<file path="src/rtl/prog_loader_if.sv">
// Byte-stream input and CPU programming port of the program loader.
interface prog_loader_if #(
    parameter int ADRS_W = 11,
    parameter int DATA_W = 32
);
    logic              load_req;
    logic [7:0]        in_byte;
    logic              in_valid;
    logic              in_ready;
    logic [DATA_W-1:0] w_instruction;
    logic              w_enable;
    logic [ADRS_W-1:0] w_adrs;
    logic              cpu_en;
    logic              busy;
    logic              done;
    logic              err;

    modport master (
        output load_req, in_byte, in_valid,
        input  in_ready, w_instruction, w_enable, w_adrs,
        input  cpu_en, busy, done, err
    );

    modport slave (
        input  load_req, in_byte, in_valid,
        output in_ready, w_instruction, w_enable, w_adrs,
        output cpu_en, busy, done, err
    );
endinterface

</file>
<file path="src/rtl/prog_loader.sv">
// Framed byte-serial loader: header, data words, XOR checksum,
// writes CPU memory and releases the CPU on a clean frame.
module prog_loader #(
    parameter int ADRS_W = 11,
    parameter int DATA_W = 32,
    parameter int CNT_W  = 16
) (
    input  logic         clk,
    input  logic         resetn,
    prog_loader_if.slave bus
);
    localparam int BPW   = DATA_W / 8;
    localparam int BC_W  = (BPW > 1) ? $clog2(BPW) : 1;
    localparam int HDR_N = 2 * CNT_W / 8;
    localparam int HC_W  = (HDR_N > 1) ? $clog2(HDR_N) : 1;
    localparam int MAX_W = (CNT_W > ADRS_W) ? CNT_W : ADRS_W;
    localparam int SUM_W = MAX_W + 1;
    localparam logic [SUM_W-1:0] DEPTH = SUM_W'(1) << ADRS_W;

    typedef enum logic [2:0] {
        IDLE, HDR, DATA, CHK, RUN, ERR
    } state_t;

    state_t              state;
    logic [HC_W-1:0]     hdr_idx;
    logic [BC_W-1:0]     byte_idx;
    logic [CNT_W-1:0]    words_left;
    logic [ADRS_W-1:0]   adrs;
    logic [7:0]          csum;
    logic [2*CNT_W-1:0]  hdr_sh;
    logic [DATA_W-1:0]   word_sh;

    logic                ready;
    logic [DATA_W-1:0]   wr_data;
    logic                wr_en;
    logic [ADRS_W-1:0]   wr_adrs;
    logic                run;
    logic                active;
    logic                fin;
    logic                fault;

    logic                xfer;
    logic                last_hdr;
    logic                last_byte;
    logic [2*CNT_W-1:0]  hdr_next;
    logic [DATA_W-1:0]   word_next;
    logic [SUM_W-1:0]    start_v;
    logic [SUM_W-1:0]    count_v;
    logic                hdr_bad;

    assign bus.in_ready      = ready;
    assign bus.w_instruction = wr_data;
    assign bus.w_enable      = wr_en;
    assign bus.w_adrs        = wr_adrs;
    assign bus.cpu_en        = run;
    assign bus.busy          = active;
    assign bus.done          = fin;
    assign bus.err           = fault;

    assign xfer      = bus.in_valid & ready;
    assign last_hdr  = hdr_idx == HC_W'(HDR_N - 1);
    assign last_byte = byte_idx == BC_W'(BPW - 1);

    // Header must fit entirely inside memory; no wrap-around.
    always_comb begin
        hdr_next  = (2*CNT_W)'({hdr_sh, bus.in_byte});
        word_next = DATA_W'({word_sh, bus.in_byte});
        start_v   = SUM_W'(hdr_next[2*CNT_W-1:CNT_W]);
        count_v   = SUM_W'(hdr_next[CNT_W-1:0]);
        hdr_bad   = (count_v == '0) || (start_v >= DEPTH)
                 || (start_v + count_v > DEPTH);
    end

    always_ff @(posedge clk or negedge resetn) begin
        if (!resetn) begin
            state      <= IDLE;
            hdr_idx    <= '0;
            byte_idx   <= '0;
            words_left <= '0;
            adrs       <= '0;
            csum       <= '0;
            hdr_sh     <= '0;
            word_sh    <= '0;
            ready      <= 1'b0;
            wr_data    <= '0;
            wr_en      <= 1'b0;
            wr_adrs    <= '0;
            run        <= 1'b0;
            active     <= 1'b0;
            fin        <= 1'b0;
            fault      <= 1'b0;
        end else begin
            wr_en <= 1'b0;
            fin   <= 1'b0;
            if (bus.load_req) begin
                state    <= HDR;
                run      <= 1'b0;
                fault    <= 1'b0;
                ready    <= 1'b1;
                active   <= 1'b1;
                hdr_idx  <= '0;
                byte_idx <= '0;
                csum     <= '0;
                hdr_sh   <= '0;
                word_sh  <= '0;
            end else if (xfer) begin
                unique case (state)
                    HDR: begin
                        csum    <= csum ^ bus.in_byte;
                        hdr_sh  <= hdr_next;
                        hdr_idx <= hdr_idx + 1'b1;
                        if (last_hdr) begin
                            hdr_idx <= '0;
                            if (hdr_bad) begin
                                state  <= ERR;
                                fault  <= 1'b1;
                                ready  <= 1'b0;
                                active <= 1'b0;
                            end else begin
                                state      <= DATA;
                                adrs       <= start_v[ADRS_W-1:0];
                                words_left <= hdr_next[CNT_W-1:0];
                            end
                        end
                    end
                    DATA: begin
                        csum     <= csum ^ bus.in_byte;
                        word_sh  <= word_next;
                        byte_idx <= byte_idx + 1'b1;
                        if (last_byte) begin
                            byte_idx   <= '0;
                            wr_en      <= 1'b1;
                            wr_adrs    <= adrs;
                            wr_data    <= word_next;
                            adrs       <= adrs + 1'b1;
                            words_left <= words_left - 1'b1;
                            if (words_left == CNT_W'(1)) begin
                                state <= CHK;
                            end
                        end
                    end
                    CHK: begin
                        ready  <= 1'b0;
                        active <= 1'b0;
                        if (bus.in_byte == csum) begin
                            state <= RUN;
                            run   <= 1'b1;
                            fin   <= 1'b1;
                        end else begin
                            state <= ERR;
                            fault <= 1'b1;
                        end
                    end
                    default: begin
                    end
                endcase
            end
        end
    end
endmodule

</file>
<file path="src/flat_wrapper.sv">
// flat-port wrapper written by rule: the top's interface ports become plain ports
module prog_loader_flat 
#(
    parameter int ADRS_W = 11,
    parameter int DATA_W = 32,
    parameter int CNT_W  = 16
)
  (clk, resetn, bus_load_req, bus_in_byte, bus_in_valid, bus_in_ready, bus_w_instruction, bus_w_enable, bus_w_adrs, bus_cpu_en, bus_busy, bus_done, bus_err);
  prog_loader_if #(.ADRS_W(ADRS_W), .DATA_W(DATA_W)) bus_i ();
  input  logic clk;
  input  logic resetn;
  input wire logic [$bits(bus_i.load_req)-1:0] bus_load_req;
  input wire logic [$bits(bus_i.in_byte)-1:0] bus_in_byte;
  input wire logic [$bits(bus_i.in_valid)-1:0] bus_in_valid;
  output wire logic [$bits(bus_i.in_ready)-1:0] bus_in_ready;
  output wire logic [$bits(bus_i.w_instruction)-1:0] bus_w_instruction;
  output wire logic [$bits(bus_i.w_enable)-1:0] bus_w_enable;
  output wire logic [$bits(bus_i.w_adrs)-1:0] bus_w_adrs;
  output wire logic [$bits(bus_i.cpu_en)-1:0] bus_cpu_en;
  output wire logic [$bits(bus_i.busy)-1:0] bus_busy;
  output wire logic [$bits(bus_i.done)-1:0] bus_done;
  output wire logic [$bits(bus_i.err)-1:0] bus_err;
  assign bus_i.load_req = bus_load_req;
  assign bus_i.in_byte = bus_in_byte;
  assign bus_i.in_valid = bus_in_valid;
  assign bus_in_ready = bus_i.in_ready;
  assign bus_w_instruction = bus_i.w_instruction;
  assign bus_w_enable = bus_i.w_enable;
  assign bus_w_adrs = bus_i.w_adrs;
  assign bus_cpu_en = bus_i.cpu_en;
  assign bus_busy = bus_i.busy;
  assign bus_done = bus_i.done;
  assign bus_err = bus_i.err;
  prog_loader #(.ADRS_W(ADRS_W), .DATA_W(DATA_W), .CNT_W(CNT_W)) u_core (.clk(clk), .resetn(resetn), .bus(bus_i));
endmodule
</file>
<file path="config.mk">
export PLATFORM = sky130hd
export DESIGN_NAME = prog_loader_flat
export DESIGN_NICKNAME = d
export VERILOG_FILES = /design/src/rtl/prog_loader_if.sv /design/src/rtl/prog_loader.sv /design/src/flat_wrapper.sv
export SDC_FILE = /design/constraint.sdc
export NUM_CORES = 1
export LEC_CHECK = 0
export ABC_AREA = 1
export CAP_MARGIN = 20
export CORE_MARGIN = 2
export CORE_UTILIZATION = 25
export DETAILED_ROUTE_END_ITERATION = 12
export GPL_ROUTABILITY_DRIVEN = 0
export PLACE_DENSITY = 0.46
export REMOVE_ABC_BUFFERS = 1
export SETUP_SLACK_MARGIN = 0.02
export SYNTH_ARGS = -nofsm -noshare
export SYNTH_HDL_FRONTEND = slang
export SYNTH_SLANG_ARGS = --single-unit
export TNS_END_PERCENT = 5
</file>
<file path="constraint.sdc">
create_clock -name clk -period 4.6 [get_ports clk]
set_clock_uncertainty 0.15 [all_clocks]
set_input_delay 0.69 -clock clk [delete_from_list [all_inputs] [get_ports clk]]
set_output_delay 0.69 -clock clk [all_outputs]
set_load 0.01 [all_outputs]
</file>
==> flow_metrics.env <==
export IMPL_whs_ns=0.191
export IMPL_power_frac_comb_pct=26.5
export IMPL_p_int_w=0.00241
export IMPL_cp_startpoint="bus_in_byte[0]"
export IMPL_rsz0062_at_grt="no"
export IMPL_numCtsBuffers=17
export IMPL_p_sw_share_pct=37.2
export IMPL_startpoint_type="primary input"
export IMPL_synth_top_flop_cell="dfrtp_1"
export IMPL_dr_total_vias=6121
export IMPL_seqPwrFrac_pct=39.3
export IMPL_drive_above_1_share_pct=7.21
export IMPL_maxSlewHeadroom_pct=41.6
export IMPL_worstPathArrival_ns=3.62
export IMPL_core_area_um2=28800
export IMPL_worstPathMaxFanout=21
export IMPL_io_pins=61
export IMPL_critical_path_required_ns=4.81
export IMPL_die_h_um=175
export IMPL_clock_power_share_pct=34.2
export IMPL_hold_viol_final=0
export IMPL_antenna_found_initial=0
export IMPL_ir_worst_vdd_mv=0.236
export IMPL_grt_start_max_net_pins=92
export IMPL_wl_um=20000
export IMPL_drv_cap=0
export IMPL_synth_area_um2=7340
export IMPL_area_growth_pct=20.6
export IMPL_cts_sinks=138
export IMPL_grt_pass1_vias=5740
export IMPL_setup_tns_ns=0
export IMPL_path_class="primary input to flip-flop"
export IMPL_netlist_instances=928
export IMPL_insertion_delay_ns=0.42
export IMPL_drv_slew=0
export IMPL_root_buffer="clkbuf_16"
export IMPL_vias_per_cell=4.43
export IMPL_initial_core_util_pct=25.5
export IMPL_maxClockFrequency_mhz=293
export IMPL_synth_top_family_by_area="simple AND/OR/NAND/NOR gates"
export IMPL_finalSetupViolCount=0
export IMPL_die_w_um=175
export IMPL_p_switching_w=0.00143
export IMPL_synth_simple_area_share_pct=24.7
export IMPL_clk_pin_slew_ns=0.07
export IMPL_synthAdderAreaFrac_pct=3.85
export IMPL_tightestPinTransition_ns=0.875
export IMPL_period_share_pct=74.2
export IMPL_htreeDepth=4
export IMPL_grt_usage_pct=13.5
export IMPL_place_ws_ns=0.799
export IMPL_cts_tree="built"
export IMPL_dieArea_um2=30800
export IMPL_wire_per_inst_um=14.5
export IMPL_gr_total_overflow=0
export IMPL_ant_nets=0
export IMPL_cts_setup_buffers=0
export IMPL_drt_pass1_iterations=5
export IMPL_p_total_w=0.00383
export IMPL_drt_iter0_markers=595
export IMPL_synth_compound_area_share_pct=12.2
export IMPL_place_inst=1351
export IMPL_muxShareOfSynthArea_pct=0.153
export IMPL_p_per_area_nw_per_um2=433
export IMPL_async_reset_ff_share_pct=100
export IMPL_endpoint_kind="flip-flop"
export IMPL_ys_ff_latch=138
export IMPL_port_buffers=60
export IMPL_cts_resized=0
export IMPL_r2r_start="u_core.state[1]"
export IMPL_clockBufferDepth=2
export IMPL_synth_enable_flop_cells=0
export IMPL_final_cells=1383
export IMPL_finalWorstSetupSlack_ns=1.19
export IMPL_power_leakage_nw=4.22
export IMPL_yosysWarnings=0
export IMPL_synth_cell_types=45
export IMPL_outcome="finished clean"
export IMPL_remaining_drc_errors=0
export IMPL_synth_seq_area_share_pct=47.0
export IMPL_num_rows=62
export IMPL_place_hpwl_um=14500
export IMPL_syn_avg_cell_area_um2=7.91
export IMPL_hp_class="primary input to asynchronous set/reset pin"
export IMPL_synthXorXnorAreaFrac_pct=2.03
export IMPL_cts_hold_buf=0
export IMPL_grt_pass1_wl_um=32600
export IMPL_n_antenna_cell=0
export IMPL_fin_crit_ns=3.41
export IMPL_nNetsFinal=1020
==> registers in the layout (all words and copies together) (netlist names) <==
name                      flops
u_core.bus.w_enable           1
u_core.hdr_sh                24
u_core.adrs                  11
u_core.bus.cpu_en             1
u_core.byte_idx               2
u_core.words_left            16
u_core.csum                   8
u_core.bus.err                1
u_core.bus.done               1
u_core.hdr_idx                2
u_core.word_sh               24
u_core.bus.in_ready           1
u_core.bus.w_adrs            11
u_core.bus.w_instruction     32
u_core.state                  3
==> layer usage <==
layer  vias to the layer above  track usage, %  part of all wire (%)
met1                      2869            19.8                    52
met2                       127            20.7                    44
li1                       3113               -                     -
met5                         -               0                     0
met4                         0            3.06                  0.78
met3                        12            2.42                   3.4
==> per-stage QoR <==
stage               util (%)  cell area (µm²)
detailed placement      28.8             8300
CTS                     30.8             8860
global placement        28.8             8300
global route            30.8             8860
floorplan                  -             7140
finish                  30.8             8860
==> power by group through the flow <==
stage,logic (W),clock network [W],registers [W]
floorplan,0.000716,0,0.00149
global placement,0.00102,0,0.00153
detailed placement,0.00102,0,0.00153
CTS,0.00102,0.00135,0.00151
global route,0.00116,0.00141,0.00153
finish,0.00102,0.00131,0.00151
==> kinds of logic (layout without fill, tap and decap cells) <==
group / after synthesis / count (layout)
buffers and inverters: 175 / 246
AOI/OAI and AO/OA: 160 / 160
xor gates and xnor gates: 17 / 17
muxes: 1 / 1
adders and majority gates: 22 / 22
and+or+nand+nor: 415 / 415
DFF: 138 / 138
==> layout make-up <==
| type | instances | area [µm²] |
|---|---|---|
| Fill cell | 3088 | 19900 |
| Sequential cell | 138 | 3450 |
| Multi-Input combinational cell | 615 | 3150 |
| Timing Repair Buffer | 70 | 677 |
| Inverter | 144 | 541 |
| Tap cell | 384 | 480 |
| Clock buffer | 17 | 425 |
| Clock inverter | 15 | 130 |
==> Yosys cell counts, types with 4 or more instances <==
master,instances,area (µm²)
nor2_4,4,45.0
buf_4,4,30.0
dfrtp_1,138,3450
inv_1,135,507
nand2_1,245,920
o21ai_1,24,120
xor2_1,7,61.3
buf_6,9,101
o21ai_0,61,305
o22ai_1,44,275
nor2_1,55,206
nand4_1,10,62.6
inv_2,8,30.0
a21oi_1,18,90.1
clkbuf_1,16,60.1
xnor2_1,10,87.6
nor3_1,8,40.0
nand3_1,74,370
ha_1,21,263
==> worst paths after layout <==
path / end / slack [ns] / cells past startpoint
worst max-delay path: u_core.words_left[11] / 1.19 / 19
worst min-delay path: u_core.bus.w_instruction[21] / 0.19 / 1
worst max register to register: u_core.bus.w_instruction[31] / 1.38 / 13
worst min register to register: u_core.bus.w_adrs[4] / 0.33 / 2
max in group asynchronous: u_core.words_left[0] / 3.18 / 2
min in group clk: u_core.bus.w_adrs[4] / 0.33 / 2
==> cell usage in the layout (no fill, tap or decap), types with 2 or more instances in the layout <==
cell / n
a21oi_1: 18
a22oi_1: 3
a31oi_1: 2
and2_1: 2
buf_4: 10
clkbuf_16: 17
clkdlybuf4s50_1: 59
clkinvlp_4: 5
dfrtp_1: 138
ha_1: 21
inv_1: 135
inv_2: 8
inv_6: 8
inv_8: 2
nand2_1: 245
nand2_2: 3
nand2_4: 2
nand3_1: 74
nand3_2: 2
nand3b_1: 2
nand4_1: 10
nor2_1: 55
nor2_2: 2
nor2_4: 4
nor3_1: 8
o21ai_0: 61
o21ai_1: 24
o22ai_1: 44
o31ai_1: 2
xnor2_1: 10
xor2_1: 7
==> worst max-delay path, stage by stage <==
cell,delay (ns)
clkdlybuf4s50_1,0.52
ha_1,0.31
fa_1,0.46
nand3_1,0.15
nand2_2,0.08
nand2_1,0.08
nand2_1,0.07
nand2_1,0.09
nand2_1,0.06
nand2_1,0.06
nand2_1,0.04
nor2_1,0.09
nand2_1,0.09
nor2_4,0.12
nand3_2,0.09
nand2_4,0.12
buf_4,0.28
nand3_1,0.11
nand2_1,0.09
Power figures use the tool's default switching activity.
